## src/rtl/uart_tx_arbiter_if.sv

```systemverilog
// ---------------------------------------------------------------------------
// uart_tx_arbiter_if
// Bundles the requester byte streams, the tx_start/tx_busy transmitter
// handshake and the error/grant status of uart_tx_arbiter.
//   req/req_data/req_last   : requester i presents byte req_data[8i+7:8i]
//   req_ack                 : one-cycle capture pulse per requester
//   tx_start/tx_data/tx_busy: transmitter handshake
//   grant_valid/grant_id    : frame lock status
//   err_clr/timeout_err     : sticky "transmitter never went busy" flag
// master: the environment (requesters + transmitter); slave: the arbiter.
// ---------------------------------------------------------------------------
interface uart_tx_arbiter_if #(
  parameter int unsigned NUM_REQ = 4,
  parameter int unsigned IDW     = 2
);
  logic [NUM_REQ-1:0]   req;
  logic [8*NUM_REQ-1:0] req_data;
  logic [NUM_REQ-1:0]   req_last;
  logic [NUM_REQ-1:0]   req_ack;
  logic                 tx_busy;
  logic                 tx_start;
  logic [7:0]           tx_data;
  logic                 grant_valid;
  logic [IDW-1:0]       grant_id;
  logic                 err_clr;
  logic                 timeout_err;

  modport master (
    output req, req_data, req_last, tx_busy, err_clr,
    input  req_ack, tx_start, tx_data, grant_valid, grant_id, timeout_err
  );

  modport slave (
    input  req, req_data, req_last, tx_busy, err_clr,
    output req_ack, tx_start, tx_data, grant_valid, grant_id, timeout_err
  );
endinterface

```

## src/rtl/uart_tx_arbiter.sv

```systemverilog
// ---------------------------------------------------------------------------
// uart_tx_arbiter
// Shares one UART transmitter between NUM_REQ byte-stream requesters.
// Round-robin arbitration with frame locking: once a requester wins, only it
// is served until it sends a byte flagged req_last (or the byte times out).
// Each byte goes through IDLE -> START -> WAIT_BUSY -> WAIT_DONE; a
// transmitter that never raises tx_busy within BUSY_TIMEOUT cycles aborts
// the frame and sets the sticky timeout_err.
// Ports:
//   clk   : system clock, rising edge
//   reset : asynchronous, active-low
//   bus   : uart_tx_arbiter_if.slave (requesters, transmitter, status)
// ---------------------------------------------------------------------------
module uart_tx_arbiter #(
  parameter int unsigned NUM_REQ      = 4,
  parameter int unsigned IDW          = 2,
  parameter int unsigned BUSY_TIMEOUT = 15
) (
  input logic              clk,
  input logic              reset,
  uart_tx_arbiter_if.slave bus
);

  localparam int unsigned    CNT_W       = 8;
  localparam logic [IDW-1:0] PTR_RST     = IDW'(NUM_REQ - 1);
  localparam logic [CNT_W-1:0] TIMEOUT_LIM = CNT_W'(BUSY_TIMEOUT);

  typedef enum logic [1:0] {
    S_IDLE      = 2'd0,
    S_START     = 2'd1,
    S_WAIT_BUSY = 2'd2,
    S_WAIT_DONE = 2'd3
  } state_t;

  state_t             r_state;
  logic [IDW-1:0]     r_ptr;
  logic [IDW-1:0]     r_grant_id;
  logic               r_grant_valid;
  logic               r_last;
  logic               r_tx_start;
  logic [7:0]         r_tx_data;
  logic [NUM_REQ-1:0] r_req_ack;
  logic               r_timeout_err;
  logic [CNT_W-1:0]   r_cnt;

  logic               w_rr_hit;
  logic [IDW-1:0]     w_rr_idx;
  logic               w_sel_hit;
  logic [IDW-1:0]     w_sel_idx;
  logic [CNT_W-1:0]   w_cnt_inc;

  // Round-robin search: first set req bit strictly after r_ptr, wrapping.
  always_comb begin
    int unsigned idx;
    w_rr_hit = 1'b0;
    w_rr_idx = '0;
    idx      = 0;
    for (int unsigned k = 1; k <= NUM_REQ; k++) begin
      idx = 32'(r_ptr) + k;
      if (idx >= NUM_REQ) begin
        idx = idx - NUM_REQ;
      end
      if (!w_rr_hit && bus.req[IDW'(idx)]) begin
        w_rr_hit = 1'b1;
        w_rr_idx = IDW'(idx);
      end
    end
  end

  // While a frame lock is held only the owner is eligible.
  always_comb begin
    w_sel_hit = w_rr_hit;
    w_sel_idx = w_rr_idx;
    if (r_grant_valid) begin
      w_sel_hit = bus.req[r_grant_id];
      w_sel_idx = r_grant_id;
    end
  end

  assign w_cnt_inc = r_cnt + CNT_W'(1);

  // Byte sequencer, grant/lock tracking and sticky timeout flag.
  always_ff @(posedge clk or negedge reset) begin
    if (!reset) begin
      r_state       <= S_IDLE;
      r_ptr         <= PTR_RST;
      r_grant_id    <= '0;
      r_grant_valid <= 1'b0;
      r_last        <= 1'b0;
      r_tx_start    <= 1'b0;
      r_tx_data     <= 8'h00;
      r_req_ack     <= '0;
      r_timeout_err <= 1'b0;
      r_cnt         <= '0;
    end else begin
      r_req_ack  <= '0;
      r_tx_start <= 1'b0;

      // A timeout set later in this block overrides the clear.
      if (bus.err_clr) begin
        r_timeout_err <= 1'b0;
      end

      unique case (r_state)
        S_IDLE: begin
          if (w_sel_hit) begin
            r_tx_data             <= bus.req_data[8*w_sel_idx +: 8];
            r_last                <= bus.req_last[w_sel_idx];
            r_grant_id            <= w_sel_idx;
            r_grant_valid         <= 1'b1;
            r_ptr                 <= w_sel_idx;
            r_req_ack[w_sel_idx]  <= 1'b1;
            // tx_start is high exactly while the sequencer sits in START.
            r_tx_start            <= 1'b1;
            r_state               <= S_START;
          end
        end

        S_START: begin
          r_cnt   <= '0;
          r_state <= S_WAIT_BUSY;
        end

        S_WAIT_BUSY: begin
          if (bus.tx_busy) begin
            r_state <= S_WAIT_DONE;
          end else begin
            r_cnt <= w_cnt_inc;
            if (w_cnt_inc == TIMEOUT_LIM) begin
              // Transmitter never accepted the byte: abort the frame.
              r_timeout_err <= 1'b1;
              r_grant_valid <= 1'b0;
              r_state       <= S_IDLE;
            end
          end
        end

        S_WAIT_DONE: begin
          if (!bus.tx_busy) begin
            r_state <= S_IDLE;
            if (r_last) begin
              r_grant_valid <= 1'b0;
            end
          end
        end

        default: r_state <= S_IDLE;
      endcase
    end
  end

  assign bus.req_ack     = r_req_ack;
  assign bus.tx_start    = r_tx_start;
  assign bus.tx_data     = r_tx_data;
  assign bus.grant_valid = r_grant_valid;
  assign bus.grant_id    = r_grant_id;
  assign bus.timeout_err = r_timeout_err;

endmodule

```

## src/flat_wrapper.sv

```systemverilog
// flat-port wrapper written by rule: the top's interface ports become plain ports
module uart_tx_arbiter_flat 
#(
  parameter int unsigned NUM_REQ      = 4,
  parameter int unsigned IDW          = 2,
  parameter int unsigned BUSY_TIMEOUT = 15
)
  (clk, reset, bus_req, bus_req_data, bus_req_last, bus_tx_busy, bus_err_clr, bus_req_ack, bus_tx_start, bus_tx_data, bus_grant_valid, bus_grant_id, bus_timeout_err);
  uart_tx_arbiter_if #(.NUM_REQ(NUM_REQ), .IDW(IDW)) bus_i ();
  input logic clk;
  input logic reset;
  input wire logic [$bits(bus_i.req)-1:0] bus_req;
  input wire logic [$bits(bus_i.req_data)-1:0] bus_req_data;
  input wire logic [$bits(bus_i.req_last)-1:0] bus_req_last;
  input wire logic [$bits(bus_i.tx_busy)-1:0] bus_tx_busy;
  input wire logic [$bits(bus_i.err_clr)-1:0] bus_err_clr;
  output wire logic [$bits(bus_i.req_ack)-1:0] bus_req_ack;
  output wire logic [$bits(bus_i.tx_start)-1:0] bus_tx_start;
  output wire logic [$bits(bus_i.tx_data)-1:0] bus_tx_data;
  output wire logic [$bits(bus_i.grant_valid)-1:0] bus_grant_valid;
  output wire logic [$bits(bus_i.grant_id)-1:0] bus_grant_id;
  output wire logic [$bits(bus_i.timeout_err)-1:0] bus_timeout_err;
  assign bus_i.req = bus_req;
  assign bus_i.req_data = bus_req_data;
  assign bus_i.req_last = bus_req_last;
  assign bus_i.tx_busy = bus_tx_busy;
  assign bus_i.err_clr = bus_err_clr;
  assign bus_req_ack = bus_i.req_ack;
  assign bus_tx_start = bus_i.tx_start;
  assign bus_tx_data = bus_i.tx_data;
  assign bus_grant_valid = bus_i.grant_valid;
  assign bus_grant_id = bus_i.grant_id;
  assign bus_timeout_err = bus_i.timeout_err;
  uart_tx_arbiter #(.NUM_REQ(NUM_REQ), .IDW(IDW), .BUSY_TIMEOUT(BUSY_TIMEOUT)) u_core (.clk(clk), .reset(reset), .bus(bus_i));
endmodule
```

## config.mk

```make
export PLATFORM = sky130hd
export DESIGN_NAME = uart_tx_arbiter_flat
export DESIGN_NICKNAME = d
export VERILOG_FILES = /design/src/rtl/uart_tx_arbiter_if.sv /design/src/rtl/uart_tx_arbiter.sv /design/src/flat_wrapper.sv
export SDC_FILE = /design/constraint.sdc
export NUM_CORES = 1
export LEC_CHECK = 0
export ABC_AREA = 0
export ABC_CLOCK_PERIOD_IN_PS = 4040
export CAP_MARGIN = 15
export CELL_PAD_IN_SITES_DETAIL_PLACEMENT = 0
export CELL_PAD_IN_SITES_GLOBAL_PLACEMENT = 1
export CORE_MARGIN = 1.5
export CORE_UTILIZATION = 27
export CTS_BUF_LIST = sky130_fd_sc_hd__clkbuf_4 sky130_fd_sc_hd__clkbuf_8 sky130_fd_sc_hd__clkbuf_16
export DETAILED_ROUTE_END_ITERATION = 16
export PLACE_DENSITY = 0.61
export SKIP_LAST_GASP = 1
export SLEW_MARGIN = 10
export SYNTH_ARGS = -nofsm -noshare
export SYNTH_HDL_FRONTEND = slang
export SYNTH_SLANG_ARGS = --single-unit
export TNS_END_PERCENT = 20
```

## constraint.sdc

```tcl
create_clock -name clk -period 4.04 [get_ports clk]
set_input_delay 0.808 -clock clk [delete_from_list [all_inputs] [get_ports clk]]
set_output_delay 0.808 -clock clk [all_outputs]
set_load 0.1 [all_outputs]
```

### Word-level counts from Yosys, hierarchy flattened

Index checks and enable logic that the tools add are counted.

* add/sub/neg operators: 9
* order comparisons: 11
* equality and inequality tests: 10
* shifts and indexed selects: 1
* multiplexer cells: 49
* reduce and logical (&&, ||, !) cells: 14

Operators by type and width (count)
* 32-bit by 6-bit variable part select with 8-bit output: 1
* 2-bit two-way mux: 13
* 1-bit two-way mux: 23
* 2-bit by 3-bit < comparator with 1-bit output (second input constant): 6
* 8-bit one-hot mux with 2 select lines: 1
* 1-bit binary-select mux with 2-bit select: 6
* 3-bit >= comparator (second input constant): 3
* 8-bit by 1-bit adder with 8-bit output (second input constant): 1
* 8-bit by 4-bit equality test with 1-bit output (second input constant): 1
* 4-bit two-way mux: 2
* 8-bit two-way mux: 1
* 2-bit one-hot mux with 4 select lines: 1
* 2-bit by 1-bit subtractor with 2-bit output (second input constant): 4
* 2-bit by 2-bit adder with 3-bit output (second input constant): 2
* 2-bit by 1-bit != test with 1-bit output (second input constant): 3
* 6-bit AND reduction: 1
* 2-bit by 3-bit adder with 4-bit output (second input constant): 1
* 2-bit equality test (second input constant): 2
* 4-bit by 3-bit >= comparator with 1-bit output (second input constant): 1
* 1-bit logical AND: 4
* 2-bit != test (second input constant): 2
* 2-bit AND reduction: 2
* 2-bit by 1-bit adder with 3-bit output (second input constant): 1
* 1-bit zero test: 3
* other kinds (9): 9

* register bits: 30
* output and inout bits: 17

### Depth between registers and ports, before layout

* word-level depth: 22
* mapped depth: 9
* gate-level depth less buffers: 7

### Worst setup path before layout

No wires, ideal clock.

* path kind: register -> register
* start point: reg u_core.r_grant_valid (netlist: u_core.bus.grant_valid)
* end point: reg u_core.r_tx_data[2] (netlist: u_core.bus.tx_data[2])
* arrival time: 2.469 ns
* slack: 1.425 ns
* stages on the path, launching flop included: 8
* path buffers: 3
* path through: dfrtp_1 -> buf_2 -> nor2b_4 -> or4_1 -> buf_2 -> buf_6 -> a2111oi_0 -> a221oi_1

* word-level cells in the longest chain between the ends: 2
* elaborated cells between the ends (all ways): 4

RTL lines
* from (decl): RTL line uart_tx_arbiter.sv:38 `logic r_grant_valid;`
* from (signal assigned): RTL line uart_tx_arbiter.sv:88 `r_grant_valid <= 1'b0;`
* from (signal assigned): RTL line uart_tx_arbiter.sv:110 `r_grant_valid <= 1'b1;`
* from (signal assigned): RTL line uart_tx_arbiter.sv:132 `r_grant_valid <= 1'b0;`
* 2-bit two-way mux / 1-bit two-way mux (equally long branches): RTL line uart_tx_arbiter.sv:74 `if (r_grant_valid) begin`
* 32-bit by 6-bit variable part select with 8-bit output / 2-bit AND reduction (equally long branches)
* to (signal assigned): RTL line uart_tx_arbiter.sv:107 `r_tx_data <= bus.req_data[8*w_sel_idx +: 8];`
* to (decl): RTL line uart_tx_arbiter.sv:41 `logic [7:0] r_tx_data;`

Several ways; a longest one is shown, not always the timed one.
A chain may end at the register's enable or synchronous reset.

### Worst setup path after layout

* start point: in bus_req[0]
* end point: reg u_core.r_tx_data[7] (netlist: u_core.bus.tx_data[7])

* word-level cells in the longest chain between the ends: 14
* elaborated cells between the ends (all ways): 28

RTL lines
* from (decl): RTL line flat_wrapper.sv:12 `input wire logic [$bits(bus_i.req)-1:0] bus_req;`
* 1-bit binary-select mux with 2-bit select: RTL line uart_tx_arbiter.sv:63 `if (!w_rr_hit && bus.req[IDW'(idx)]) begin`
* 1-bit two-way mux (implied by the code): RTL line uart_tx_arbiter.sv:63
* 1-bit two-way mux: RTL line uart_tx_arbiter.sv:63
* 1-bit zero test: RTL line uart_tx_arbiter.sv:63
* 1-bit logical AND: RTL line uart_tx_arbiter.sv:63
* 1-bit two-way mux: RTL line uart_tx_arbiter.sv:63
* 1-bit zero test: RTL line uart_tx_arbiter.sv:63
* 1-bit logical AND: RTL line uart_tx_arbiter.sv:63
* 1-bit two-way mux: RTL line uart_tx_arbiter.sv:63
* 1-bit zero test: RTL line uart_tx_arbiter.sv:63
* 1-bit logical AND: RTL line uart_tx_arbiter.sv:63
* 2-bit two-way mux / 1-bit two-way mux (equally long branches): RTL line uart_tx_arbiter.sv:63
* 2-bit two-way mux / 1-bit two-way mux (equally long branches): RTL line uart_tx_arbiter.sv:74
* 32-bit by 6-bit variable part select with 8-bit output / 2-bit AND reduction (equally long branches)

Several ways; a longest one is shown, not always the timed one. The select of a mux whose other input is x is not followed.

==> out/results.md <==
| Group | Result | Value |
|:---|:---|:---|
| status | Status | finished, final reports clean |
| worst setup path | Worst R2R Setup Slack | 1.34 ns |
| min path | End point of the most critical hold path | u_core.r_cnt[7] |
| sta | Final-layout setup total negative slack | 0 ns |
| grt | Remaining global-route overflow | 0 |
| logic synthesis | Total number of yosys warnings | 0 |
| floorplanning | Top-level I/O count | 61 |
| sta | Clock period minus final worst setup slack | 3.10 ns |
| clocking | Master cell of the clock root buffer | sky130_fd_sc_hd__clkbuf_8 |
| logic synthesis | Cell area after synthesis | 2020 µm² |
| logic synthesis | Mean instance size in the synthesized netlist | 9.07 µm² |
| placed design | Port Buf Inserts | 60 |
| logic synthesis | Seq cells post-synth | 30 |
| routing | Routed len/inst | 14.5 µm |
| grt | Total routing resource utilization after global routing | 14.9% |
| layout | Layout net count | 327 |
| sta | Share of the clock period used by the worst path | 76.7% |
| sta | Clock Skew | 0.00551 ns |
| routing | 1st-pass router iterations | 4 |
| power | Lkg Pwr | 1.21 nW |
| routing | Detailed Route WL | 5520 µm |
| grt | Number of antenna violations at the first check in global routing | 0 |
| logic synthesis | Sequential element share of the synthesized area | 37.3% |
| layout | Area growth from synthesis to final layout | 37.7% |
| grt | Maximum number of pins on one net before global-route repair | 31 |
| logic synthesis | Library cell occupying the most area in the post-synthesis netlist | sky130_fd_sc_hd__dfrtp_1 |
| sta | Worst-case headroom to the max-slew limit | 34.7% |
| placed design | Routability-driven placement congestion ratio | 0.745 |
| floorplanning | Row count | 31 |
| logic synthesis | Most frequently used flop master after synthesis | sky130_fd_sc_hd__dfrtp_1 |
| worst setup path | Startpoint class of the critical path | primary input |
| clocking | Source-to-sink clock delay at the later pin of the worst-skew pair | 0.28 ns |
| routing | Violation count after the first detailed-route iteration | 72 |
| sta | Final number of hold-violating endpoints | 0 |
| logic synthesis | Net count of the mapped netlist | 269 |
| worst setup path | Worst R2R Start | u_core.bus.grant_id[0] |
| logic synthesis | Number of enable-type register cells in the synthesized netlist | 0 |
| clocking | Post-CTS Setup Bufs | 0 |
| worst setup path | Arrival time at the worst endpoint | 3.20 ns |
| worst setup path | Classification of the worst setup path | in2reg |
| layout | Share of cells above drive strength 1 | 12.4% |
| logic synthesis | Most frequent cells after synthesis | sky130_fd_sc_hd__dfrtp_1, sky130_fd_sc_hd__nand2_1, sky130_fd_sc_hd__inv_1, sky130_fd_sc_hd__o21ai_0, sky130_fd_sc_hd__nor2_1 |
| sta | Peak Freq | 323 MHz |
| logic synthesis | Biggest area contributors in the synthesized netlist | sky130_fd_sc_hd__dfrtp_1, sky130_fd_sc_hd__nand2_1, sky130_fd_sc_hd__o21ai_0 |
| logic synthesis | Distinct cell type count of the synthesized netlist | 51 |
| layout | N_diodes | 0 |
| placed design | DPL Wire Length | 4050 µm |
| clocking | Clock transition at the registers of the reported paths | 0.07 ns |
| min path | Class of the most critical hold timing path | reg2reg |
| floorplanning | Total Die Area | 8020 µm² |
| floorplanning | Initial Util | 27.9% |
| logic synthesis | Area share of the leading cell type in the synthesized netlist | 34.7% |
| clocking | Cts-stage hold buffer count | 0 |
| min path | Hold path cells | 1 |
| min path | Worst hold path startpoint | u_core.r_cnt[7] |
| routing | DRC violations left | 0 |
| layout | Design area | 2790 µm² |
| worst setup path | Capture point of the worst reg-to-reg path | u_core.bus.tx_data[3] |
| layout | End-of-flow core utilization | 38.4% |
| clocking | CTS-repair resized insts | 0 |
| grt | Wire length of the first global-routing pass | 9090 µm |
| routing | DRT antenna net count | 0 |
| sta | Worst-margin pin slew | 0.976 ns |
| logic synthesis | Share of async-settable or async-resettable flops after synthesis | 100% |
| sta | Setup violators final | 0 |
| routing | Overall via count from detail_route | 1,806 |
| logic synthesis | Number of standard cells after synthesis | 223 |
| power | Peak VDD IR | 0.000272 V |
| grt | Number of global-route vias before repair | 1,803 |
| worst setup path | Critical Path End Type | register |
| floorplanning | Die width | 89.5 µm |
| power | Pwr per Cell Area | 750 nW/µm² |
| sta | Setup repair after global routing missed its margin | no |
| clocking | CTS buffer count | 5 |
| clocking | Sink count of the clock tree | 30 |
| floorplanning | Y dimension of the die | 89.5 µm |
| clocking | Buffer depth of the longest clock path | 2 |
| clocking | H-tree depth | 2 |
| worst setup path | Data required time at the worst endpoint | 4.14 ns |
| flow run | Max_cap viols | 0 |
| worst setup path | Worst-case reg-to-reg path depth | 8 |
| worst setup path | Max FO, Critical Path | 12 |
| sta | Worst setup slack after layout | 0.940 ns |
| placed design | Total placed instance area | 2690 µm² |
| floorplanning | Core outline area | 7250 µm² |
| placed design | Place WS | 0.584 ns |
| clocking | Clock tree from TritonCTS | built |
| sta | Fin. max-slew vios | 0 |
| routing | Via density per instance | 4.74 |
[critical path, cell delays in order]
cell	delay, ns
sky130_fd_sc_hd__clkdlybuf4s50_1	0.61
sky130_fd_sc_hd__or3b_2	0.47
sky130_fd_sc_hd__a21oi_1	0.24
sky130_fd_sc_hd__o311ai_4	0.18
sky130_fd_sc_hd__nor2_1	0.72
sky130_fd_sc_hd__a221oi_1	0.17
[metal layers]
metal	GRT usage (%)	wire length, µm	vias to the layer above
li1	-	-	918
met1	19.7	2690	838
met2	25.2	2540	45
met3	2.31	229	5
met4	4.62	59	0
met5	0	0	-
[where the power goes]
group | switching, mW | internal [mW]
sequential | 0.144 | 0.408
clock | 0.115 | 0.144
combinational | 0.853 | 0.424
total | 1.11 | 0.976
[sequential cells by signal, indices dropped and copies added, names as in the netlist]
| signal | flops |
|---|---|
| u_core.r_ptr | 2 |
| u_core.r_last | 1 |
| u_core.bus.tx_start | 1 |
| u_core.r_cnt | 8 |
| u_core.bus.grant_id | 2 |
| u_core.bus.timeout_err | 1 |
| u_core.bus.grant_valid | 1 |
| u_core.bus.req_ack | 4 |
| u_core.bus.tx_data | 8 |
| u_core.r_state | 2 |
[how the worst max path moves through the flow]
stage / start / to / slack (ns) / cells past startpoint
2_1_floorplan: u_core.bus.grant_valid / u_core.bus.tx_data[2] / 1.43 / 7
3_3_place_gp: bus_req[0] / u_core.bus.tx_data[2] / 0.65 / 6
3_5_place_dp: bus_req[0] / u_core.bus.tx_data[7] / 0.58 / 6
4_1_cts: bus_req[0] / u_core.bus.tx_data[2] / 0.91 / 6
5_1_grt: bus_req[0] / u_core.r_last / 0.69 / 6
6_report: bus_req[0] / u_core.bus.tx_data[7] / 0.94 / 6
[final cells by class]
type / instances / area (µm²)
tap: 99 / 124
clock buffer: 7 / 90.1
timing repair buffer: 64 / 626
clock inverter: 1 / 5.00
inverter: 21 / 78.8
fill: 752 / 4470
multi-input combinational: 159 / 1110
sequential: 30 / 753
[cell families (layout without fill, tap and decap cells)]
family          count (synthesis)  after routing  synth area share (%)
simple gates                   72             72                  18.0
xor+xnor                        3              3                  1.30
compound gates                 62             62                  23.2
buf+inv                        34             93                  7.92
flops                          30             30                  37.3
mux                            20             20                  11.1
fa+ha+maj                       2              2                  1.24
[layout by cell type (no fill, tap or decap), drive strengths merged, types with 5 or more instances in the layout]
cell	count
dfrtp	28
mux2	9
clkbuf	7
clkdlybuf4s50	58
a211oi	5
buf	6
a2111oi	5
a221oi	9
nor2	16
inv	21
a22oi	5
nand2	28
mux2i	10
o21ai	21
[stage by stage]
| stage | hold WS [ns] | total power [mW] | instances |
|---|---|---|---|
| CTS | 0.534 | 2.11 | 381 |
| detailed placement | 0.525 | 1.85 | 373 |
| finish | 0.525 | 2.09 | 381 |
| global route | 0.561 | 2.22 | 381 |
| floorplan | 0.483 | 1.53 | 223 |
| global placement | 0.521 | 1.84 | 373 |
Note: power is estimated with default switching activity, not from simulation.
